===== src/rtl/ifetch_queue.sv =====
// Instruction fetch unit: one outstanding memory read feeding a small in-order prefetch queue for ID.
// Optional feature macro IFQ_BYPASS_EN: forward an acked word straight to ID when the queue is empty.
module ifetch_queue #(
    parameter int unsigned DEPTH    = 4,
    parameter logic [31:0] RESET_PC = 32'h0000_0000
) (
    input  logic        clk,
    input  logic        rst_n,
    input  logic        redirect,
    input  logic [31:0] redirect_pc,
    output logic        mem_req,
    output logic [31:0] mem_addr,
    input  logic        mem_ack,
    input  logic [31:0] mem_rdata,
    output logic        out_valid,
    output logic [31:0] out_inst,
    output logic [31:0] out_pc4,
    input  logic        out_ready
);

    localparam int unsigned AW = (DEPTH > 2) ? $clog2(DEPTH) : 1;
    localparam int unsigned CW = AW + 1;
    localparam logic [CW-1:0] FULL = CW'(DEPTH);

    typedef enum logic [1:0] {
        IDLE,
        WAIT,
        DRAIN
    } state_t;

    state_t        state_q, state_d;
    logic [31:0]   fetch_pc_q, fetch_pc_d;
    logic [31:0]   req_addr_q, req_addr_d;
    logic [AW-1:0] wr_ptr_q, wr_ptr_d;
    logic [AW-1:0] rd_ptr_q, rd_ptr_d;
    logic [CW-1:0] count_q, count_d;
    logic [63:0]   entry_q [DEPTH];

    logic        not_empty;
    logic        ack_ok;
    logic        bypass;
    logic        enq;
    logic        deq;
    logic [31:0] next_pc;
    logic [63:0] head;

    // Queue control: redirect wins over any same-cycle ack or pop.
    always_comb begin
        next_pc   = fetch_pc_q + 32'd4;
        not_empty = (count_q != '0);
        ack_ok    = (state_q == WAIT) && mem_ack && !redirect;
`ifdef IFQ_BYPASS_EN
        bypass    = ack_ok && !not_empty;
`else
        bypass    = 1'b0;
`endif
        enq       = ack_ok && !(bypass && out_ready);
        deq       = not_empty && out_ready && !redirect;

        wr_ptr_d  = wr_ptr_q;
        rd_ptr_d  = rd_ptr_q;
        count_d   = count_q;
        if (redirect) begin
            wr_ptr_d = '0;
            rd_ptr_d = '0;
            count_d  = '0;
        end else begin
            if (enq) begin
                wr_ptr_d = wr_ptr_q + AW'(1);
            end
            if (deq) begin
                rd_ptr_d = rd_ptr_q + AW'(1);
            end
            count_d = count_q + CW'(enq) - CW'(deq);
        end
    end

    // Fetch FSM; issue only from IDLE, so occupancy alone bounds the queue.
    always_comb begin
        state_d    = state_q;
        fetch_pc_d = fetch_pc_q;
        req_addr_d = req_addr_q;
        case (state_q)
            IDLE: begin
                if (redirect) begin
                    fetch_pc_d = {redirect_pc[31:2], 2'b00};
                end else if (count_q < FULL) begin
                    state_d    = WAIT;
                    req_addr_d = fetch_pc_q;
                end
            end
            WAIT: begin
                if (redirect) begin
                    fetch_pc_d = {redirect_pc[31:2], 2'b00};
                    state_d    = mem_ack ? IDLE : DRAIN;
                end else if (mem_ack) begin
                    fetch_pc_d = next_pc;
                    state_d    = IDLE;
                end
            end
            DRAIN: begin
                if (redirect) begin
                    fetch_pc_d = {redirect_pc[31:2], 2'b00};
                end
                if (mem_ack) begin
                    state_d = IDLE;
                end
            end
            default: state_d = IDLE;
        endcase
    end

    always_ff @(posedge clk or negedge rst_n) begin
        if (!rst_n) begin
            state_q    <= IDLE;
            fetch_pc_q <= RESET_PC;
            req_addr_q <= RESET_PC;
            wr_ptr_q   <= '0;
            rd_ptr_q   <= '0;
            count_q    <= '0;
        end else begin
            state_q    <= state_d;
            fetch_pc_q <= fetch_pc_d;
            req_addr_q <= req_addr_d;
            wr_ptr_q   <= wr_ptr_d;
            rd_ptr_q   <= rd_ptr_d;
            count_q    <= count_d;
        end
    end

    // Storage needs no reset: entries are only observed while counted as occupied.
    always_ff @(posedge clk) begin
        if (enq) begin
            entry_q[wr_ptr_q] <= {mem_rdata, next_pc};
        end
    end

    assign head      = entry_q[rd_ptr_q];
    assign mem_req   = (state_q != IDLE);
    assign mem_addr  = req_addr_q;
    assign out_valid = not_empty || bypass;

    always_comb begin
        out_inst = 32'd0;
        out_pc4  = 32'd0;
        if (not_empty) begin
            out_inst = head[63:32];
            out_pc4  = head[31:0];
        end else if (bypass) begin
            out_inst = mem_rdata;
            out_pc4  = next_pc;
        end
    end

endmodule

===== config.mk =====
export PLATFORM = sky130hd
export DESIGN_NAME = ifetch_queue
export DESIGN_NICKNAME = d
export VERILOG_FILES = /design/src/rtl/ifetch_queue.sv
export SDC_FILE = /design/constraint.sdc
export NUM_CORES = 1
export LEC_CHECK = 0
export BUFFER_PORTS_ARGS = -buffer_cell sky130_fd_sc_hd__buf_2
export CORE_ASPECT_RATIO = 0.75
export CORE_MARGIN = 2
export CORE_UTILIZATION = 45
export DETAILED_ROUTE_END_ITERATION = 8
export GPL_TIMING_DRIVEN = 0
export PLACE_DENSITY = 0.75
export SYNTH_ARGS = -nofsm -noshare
export SYNTH_HDL_FRONTEND = slang
export SYNTH_SLANG_ARGS = --single-unit

===== constraint.sdc =====
create_clock -name clk -period 4.6 [get_ports clk]
set_input_delay 0.23 -clock clk [delete_from_list [all_inputs] [get_ports clk]]
set_output_delay 0.23 -clock clk [all_outputs]
set_load 0.01 [all_outputs]

---- Word level (Yosys, flattened, before mapping) ----
Memory sizes are Yosys's and may differ from the RTL's.
Index checks and enable logic that the tools add are counted.
storage, ports and cells
  output and inout port bits .............. 98
  RAM bits ................................ 256
  ROM bits ................................ 0
  memories kept ........................... 1
  latch bits .............................. 0
  register bits after elaboration ......... 73
  word-level logic and storage cells ...... 54
memory list
  memory   depth  bits a word  rd ports  clocked after memory_dff  wr ports  line  source
  entry_q  4      64           1         0                         1         37    logic [63:0] entry_q [DEPTH];
cells by class
  add/subtract/negate cells ............... 5
  div/mod/pow operators ................... 0
  $lt $le $gt $ge ......................... 1
  shift operators ......................... 0
  multipliers ............................. 0
  equal/unequal tests ..................... 6
  reduce and logical (&&, ||, !) cells .... 15
  multiplexer cells ....................... 19
  bitwise operators ....................... 1
operators by type and width
  kind                                                              number
  32-bit 2-to-1 mux                                                 5
  32-bit one-hot mux with 2 select lines                            1
  32-bit by 3-bit adder with 32-bit output (second input constant)  1
  2-bit 2-to-1 mux                                                  9
  2-bit nonzero test                                                4
  2-bit one-hot mux with 3 select lines                             1
  3-bit AND reduction                                               2
  2-bit by 1-bit adder with 2-bit output (second input constant)    2
  1-bit logical AND                                                 4
  2-bit != test (second input constant)                             2
  3-bit by 1-bit adder with 3-bit output                            1
  3-bit < comparator (second input constant)                        1
  3-bit 2-to-1 mux                                                  1
  3-bit != test (second input constant)                             1
  3-bit nonzero test                                                1
  3-bit by 1-bit subtractor with 3-bit output                       1
  2-bit by 1-bit == test with 1-bit output (second input constant)  1
  2-bit == test (second input constant)                             1
  2-bit logical NOT                                                 1
  1-bit 2-to-1 mux                                                  2
  2-bit by 1-bit != test with 1-bit output (second input constant)  1
  2-bit AND reduction                                               1
  2-bit OR reduction                                                1
  1-bit logical NOT                                                 1
  1-bit NOT                                                         1

---- Logic depth before layout (Yosys ltp) ----
Gate-level depths: netlist (run 1).
  depth after elaboration ................. 6
  gate-level depth with buffers ........... 11
  gate-level depth less buffers ........... 10

---- Worst setup path after synthesis (run 1) ----
Ideal clock, no wire load.
  kind .................................... flip-flop to flip-flop
  start ................................... reg state_q[0]
  end ..................................... mem entry_q[0][10], enable pin
  stages on the path, launching flop included .. 4
  period minus slack after synthesis ...... 2.959 ns
  data required time ...................... 4.174 ns
  data arrival time ....................... 2.532 ns
  library setup time ...................... 0.426 ns
  setup slack ............................. 1.641 ns
  path through ............................ dfrtp_1 > and2_1 > nor3b_1 > and2_1
on the way
  longest elaborated chain between the ends .. 5
RTL lines
  item                                      line  source
  from (decl)                               31    state_t state_q, state_d;
  from (signal assigned)                    122   state_q <= state_d;
  2-bit by 1-bit == test with 1-bit output  51    ack_ok = (state_q == WAIT) && mem_ack && !redirect;
  1-bit logical AND (2 in a row)            51
  1-bit 2-to-1 mux                          133   if (enq) begin
  1-bit 2-to-1 mux (not written as such)    134   entry_q[wr_ptr_q] <= {mem_rdata, next_pc};
  to (decl)                                 37
Every way passes these cells.

---- Worst setup path in the final report (run 1) ----
  start ................................... reg state_q[0]
  end ..................................... reg count_q[2]
on the way
  longest elaborated chain between the ends .. 6
RTL lines
  item                                         line  source
  2-bit by 1-bit == test with 1-bit output     51
  1-bit logical AND (2 in a row)               51
  3-bit by 1-bit adder with 3-bit output       74    count_d = count_q + CW'(enq) - CW'(deq);
  3-bit by 1-bit subtractor with 3-bit output  74
  3-bit 2-to-1 mux                             63    if (redirect) begin
  named net count_d[2]                         36    logic [CW-1:0] count_q, count_d;
  to (signal assigned)                         127   count_q <= count_d;
  to (decl)                                    36
The timed path passes the listed nets, and every way through them passes these cells.
A chain may end at the register's enable or synchronous reset.

==> results.toml, run 1 <==
[timing]
hold_viol_final = 0
worst_pin_slew_ns = 1.08
tns_ns = 0
setup_viol = 0
fmax_ghz = 0.318
finalCritPeriodShare_pct = 68.3
slew_viol_final = 0
relSlewSlack_pct = 28.1
min_period_ns = 3.14
rsz0062_at_grt = "false"
fin_skew_ns = 0.0135

[worst_setup_path]
critical-path-slowest-cell = "nor3b_1"
endpoint_kind = "register"
critPathLaunchType = "register"
worst_path_largest_cell_delay_ns = 0.89
path_delay_family = "simple AND/OR/NAND/NOR gates"
crit_required_ns = 5.02
crit_top_cell = "inv_1"
path_cells = "and2_1, nor3b_1, inv_1, ha_1, inv_1, ha_1, inv_1, fa_1, xnor2_1, nor2_1"
crit_arrival_ns = 3.56
crit_type = "reg -> reg"
cp_max_fo = 7
cp_num_buf_inv = 3

[power]
p_per_area_nw_per_um2 = 563
power.switching_mw = 2.81
combinationalPowerShare_pct = 30.0
pwr-share-clk_pct = 27.8
p_seq_share_pct = 42.2
power.share.switching_pct = 31.1
p_int_mw = 6.22
vdd_ir_drop_max_mv = 0.278
p_leak_nw = 5.78

[floorplan]
die_x_um = 202
die_area_um2 = 30700
core_um2 = 29000
start_util_pct = 45.5
row_count = 54
die_h_um = 152
boundaryPins = 167

[synthesis]
synth_area_per_cell_um2 = 16.9
synth_edf_count = 248
synth_commonest_cells = "edfxtp_1 (248), and2_1 (69), dfrtp_1 (69)"
yosysWarnings = 0
yosysTopAreaCellShare_pct = 56.5
synth_area_leaders = "edfxtp_1 (56%), dfrtp_1 (13%), mux4_2 (11%)"
ys.flop_type = "edfxtp_1"
ys_types = 52
ys_seq_elements = 317
netlist_area_um2 = 13200
synth_largest_area_cell = "edfxtp_1"
async_reset_ff_share_pct = 21.8
synth_most_common_cell = "edfxtp_1"
syn_inst = 778
yosysSeqAreaShare_pct = 69.6

[clocking]
cts_inserted_buffers = 31
cts_resized = 0
clock_latency_ns = 0.55
cts_tree = "yes"
clk_path_buf_depth = 3
clockRootBuffer = "clkbuf_16"
clock-sinks = 317
htreeDepth = 1
path_clk_slew_ns = 0.06

[layout]
fin_util_pct = 55.3
ff_latch_area_um2 = 9170
fin_nets = 1096
final_layout_size_suffix_gt1_share_pct = 32.8
area_growth_pct = 21.5
multiInputGateArea_um2 = 3770
num-fill-cells = 2299

[outcome]
status = "complete, no violations"

[global_route]
grt_pass1_wl_um = 46200
grt_pass1_vias = 7820
overflow = 0
antenna_found_initial = 3
grt_max_degree = 70
track_usage_pct = 19.6

[job]
drv_cap = 0

[detailed_routing]
firstDrtPassIters = 4
drt_drc_violations_left = 0
routed_wl_um = 29900
wl_per_cell_um = 20.8
via_per_inst = 5.40
antenna_left = 0
drtIter0Drc = 628
vias = 7764

[worst_hold_path]
hp-class = "in -> reg"

[placed_design]
io_buffers = 160
place_congestion = 0.825
hpwl_um = 19600
-- cell type report --
type,instances,share of cell area (%)
repair buffers,205,8.12
multi-input cells,404,23.6
diodes,2,0.0312
flip-flops and latches,317,57.3
well taps,392,3.06
clock inverters,13,0.633
inverters,12,0.281
clock buffers,44,5.72
plain buffers,48,1.34
-- path summary, 6_finish.rpt --
kind,cells after the start,start,slack (ns),end
max in group asynchronous,2,rst_n,3.64,mem_addr[31]
min reg2reg,1,mem_addr[28],0.50,mem_addr[28]
max,10,state_q[0],1.46,count_q[2]
max reg2reg,10,state_q[0],1.46,count_q[2]
min,3,redirect_pc[31],0.02,fetch_pc_q[31]
min in group asynchronous,2,rst_n,0.33,mem_addr[10]
-- kinds of logic (layout without fill, tap and decap cells) --
logic type | count (synthesis) | count (layout) | synth area share (%)
flip-flops | 317 | 317 | 69.6
AND/OR/NAND/NOR | 185 | 185 | 8.05
multiplexers | 95 | 95 | 13.4
AO/OA/AOI/OAI | 79 | 79 | 4.00
buffers and inverters | 60 | 322 | 1.96
XOR/XNOR | 33 | 33 | 2.19
adder cells (fa/ha/maj) | 8 | 8 | 0.816
other | 1 | 6 | 0.0284
-- flip-flops by register name, indices dropped and copies added (netlist names) --
register    cells
count_q         3
entry_q       248
fetch_pc_q     30
mem_addr       30
rd_ptr_q        2
state_q         2
wr_ptr_q        2
-- layout by cell type (no fill, tap or decap), drive strengths merged, types with 26 or more instances in the layout --
cell / synthesis / routed
and2: 69 / 69
buf: 25 / 189
clkbuf: 23 / 67
dfrtp: 69 / 69
dlygate4sd3: 0 / 41
edfxtp: 248 / 248
mux2: 30 / 30
mux4: 62 / 62
nand2: 32 / 32
xnor2: 26 / 26
-- metrics by stage --
stage	std cells	cell area [um2]	setup slack [ns]	hold slack (ns)	total power, mW
after floorplan	781	13200	1.64	-0.0656	5.55
after global placement	1333	14500	0.167	0.412	6.50
after detailed placement	1337	14600	1.49	0.409	6.57
after CTS	1435	16000	1.48	0.00854	9.12
after global routing	1437	16000	1.10	0.0266	9.48
final	1437	16000	1.46	0.0239	9.02
-- power by group through the flow --
stage | Sequential [mW] | Combinational (mW) | Clock [mW]
final | 3.81 | 2.70 | 2.51
after global routing | 3.85 | 2.96 | 2.67
after CTS | 3.80 | 2.75 | 2.56
after detailed placement | 3.86 | 2.71 | 0
after global placement | 3.85 | 2.65 | 0
after floorplan | 3.85 | 1.70 | 0
-- routing by layer --
metal  vias to the layer above  global-route usage, %  share of wire [%]
met1                      3906                   29.1                 44
met4                         0                   4.66                1.9
met3                        40                   4.04                7.9
met5                         -                      0                  0
met2                       318                   30.1                 47
li1                       3500                      -                  -
-- worst min-delay path, delay by kind of cell --
kind | cells | cell delay [ns]
AOI/OAI and AO/OA | 2 | 0.19
buffers and inverters | 1 | 0.10
-- what timing repair did --
action                                 4_1_cts  5_1_grt
buffers inserted                             0        0
endpoints found under the hold margin      206        0
hold buffers                                41        0
No activity file was read; power rests on OpenSTA's default activity.
==> run 2, diff against run 1 <==
- ABC_AREA: unset -> 1
- PLACE_DENSITY: 0.75 -> 0.77
- clock period: 4.6 -> 2.7 ns (I/O delays scaled with it)
==> results.toml, run 2 <==
[synthesis]
synth_mux_area_share_pct = 0.0830
synth-simple-area-share_pct = 16.5
async_reset_ff_share_pct = 21.8
yosysWarnings = 0
synth-xor-area-share_pct = 0.517
syn_inst = 1290
ys_seq_elements = 317
synthAdderAreaFrac_pct = 0.793
yosysTopAreaCellShare_pct = 54.9
synth_area_leaders = "edfxtp_1 (55%), dfrtp_1 (13%), nor2_1 (8.4%)"
synth_largest_area_cell = "edfxtp_1"
ys_types = 37
synth_edf_count = 248
yosysSeqAreaShare_pct = 67.6
synth_top_family_by_area = "simple AND/OR/NAND/NOR gates"
synth_commonest_cells = "nor2_1 (303), edfxtp_1 (248), o21ai_0 (185)"
synth_most_common_cell = "nor2_1"
synth_area_per_cell_um2 = 10.5
netlist_area_um2 = 13600
ys.flop_type = "edfxtp_1"
synth_compound_gate_area_share_pct = 10.2

[layout]
largest-register = "entry_q"
final_layout_size_suffix_gt1_share_pct = 17.9
largest_reg_flops = 248
instances_no_fill = 1977
fin_util_pct = 55.5
final_cell_mix = "nor2_1 (299), edfxtp_1 (248), o21ai_0 (185), buf_2 (185), nand2_1 (184)"
diodes = 0
area_growth_pct = 22.4
fin_nets = 1633
layout_commonest_cell = "nor2_1"

[global_route]
grt_pass1_vias = 9981
overflow = 0
antenna_found_initial = 1
track_usage_pct = 21.9
grt_pass1_wl_um = 53600
grt_max_degree = 70

[worst_hold_path]
hold_depth = 3
hp-class = "in -> reg"

[detailed_routing]
drt_drc_violations_left = 0
firstDrtPassIters = 5
via_per_inst = 5.21
antenna_left = 0
vias = 10293
wl_per_cell_um = 17.5
routed_wl_um = 34700
drtIter0Drc = 934

[placed_design]
place_congestion = 0.925
io_buffers = 159
post-place-cells = 1859
hpwl_um = 23300

[worst_setup_path]
crit_type = "reg -> out"
crit_required_ns = 2.57
crit_arrival_ns = 2.51
critPathLaunchType = "register"
endpoint_kind = "output pin"
cp_max_fo = 10
r2r_cells = 10

[clocking]
clk_path_buf_depth = 3
cts_inserted_buffers = 28
clock-sinks = 317
clock_latency_ns = 0.55
htreeDepth = 1
cts_tree = "yes"
clockRootBuffer = "clkbuf_16"
path_clk_slew_ns = 0.07

[timing]
relSlewSlack_pct = 38.4
hold_viol_final = 0
slew_viol_final = 0
tns_ns = 0
fmax_ghz = 0.379
setup_viol = 0
fin_skew_ns = 0.0237
whs_ns = 0.00841
min_period_ns = 2.64
finalCritPeriodShare_pct = 97.8
worst_pin_slew_ns = 0.923

[power]
p_per_area_nw_per_um2 = 964
p_total_mw = 16.0
p_leak_nw = 6.72
vdd_ir_drop_max_mv = 0.550

[floorplan]
die_x_um = 204
core_um2 = 29900
die_area_um2 = 31600
row_count = 55
die_h_um = 154
boundaryPins = 167
start_util_pct = 45.3

[outcome]
status = "complete, no violations"

[job]
drv_cap = 0
==> run 2: changes by cell type after synthesis, sizes merged, moves of 57 or more <==
cell	before	now
o21ai	8	195
and2	69	2
nor2	23	314
inv	12	69
mux4	62	0
nand2	32	194
==> run 2: logic make-up (layout without fill, tap and decap cells) <==
group	after synthesis	after routing
AOI/OAI and AO/OA	272	272
xor gates and xnor gates	8	8
adders and majority gates	8	8
buffers and inverters	138	423
DFF	317	317
muxes	1	1
other	1	4
and+or+nand+nor	545	545
==> run 2: per-layer routing <==
| layer | part of all wire, % | GRT usage [%] |
|---|---|---|
| met5 | 0 | 0 |
| met1 | 44 | 31.5 |
| met4 | 2.7 | 5.94 |
| met2 | 45 | 35.3 |
| met3 | 8.5 | 3.03 |
==> run 2: timing repair <==
action,4_1_cts,5_1_grt
hold buffers,63,0
pin swaps,0,1
setup buffers,0,3
endpoints found under the setup margin,17,2
resized for setup,4,2
endpoints found under the hold margin,231,0
==> run 2: area by class of cell <==
type                       count  area (um2)
buffer                        68         315
clock buffer                  33         741
clock inverter                19         131
fill                        2521       13300
inverter                      70         263
multi-input combinational    838        3860
sequential                   317        9170
tap                          399         499
timing repair buffer         233        1620
==> run 2: critical path: stages, from the launching register on <==
cell and delay (ns):
dfrtp_1 0.36, buf_2 0.20, inv_2 0.21, buf_2 0.29
clkbuf_2 0.26, o21ai_0 0.12, a21oi_1 0.31, buf_2 0.20
==> run 2: where the power goes <==
group          leakage [nW]  internal [mW]  switching [mW]
sequential             3.09           6.13           0.425
combinational          3.21           1.77            3.86
clock                 0.418           2.06            1.76
total                  6.72           9.96            6.05
==> run 2: worst paths after layout <==
check | slack (ns) | from | to
hold reg to reg | 0.49 | mem_addr[29] | mem_addr[29]
hold / removal | 0.008 | redirect_pc[14] | fetch_pc_q[14]
setup reg to reg | 0.27 | state_q[1] | count_q[2]
min in group asynchronous | 0.27 | rst_n | mem_addr[26]
max in group asynchronous | 1.82 | rst_n | fetch_pc_q[2]
setup / recovery | 0.06 | rd_ptr_q[0] | out_pc4[17]
==> run 2: through the flow <==
stage	area (um2)	setup WS [ns]
after detailed placement	15100	0.180
after CTS	16600	0.0588
final	16600	0.0594
after global placement	14900	-1.49
after global routing	16600	-0.00705
after floorplan	13600	-0.200
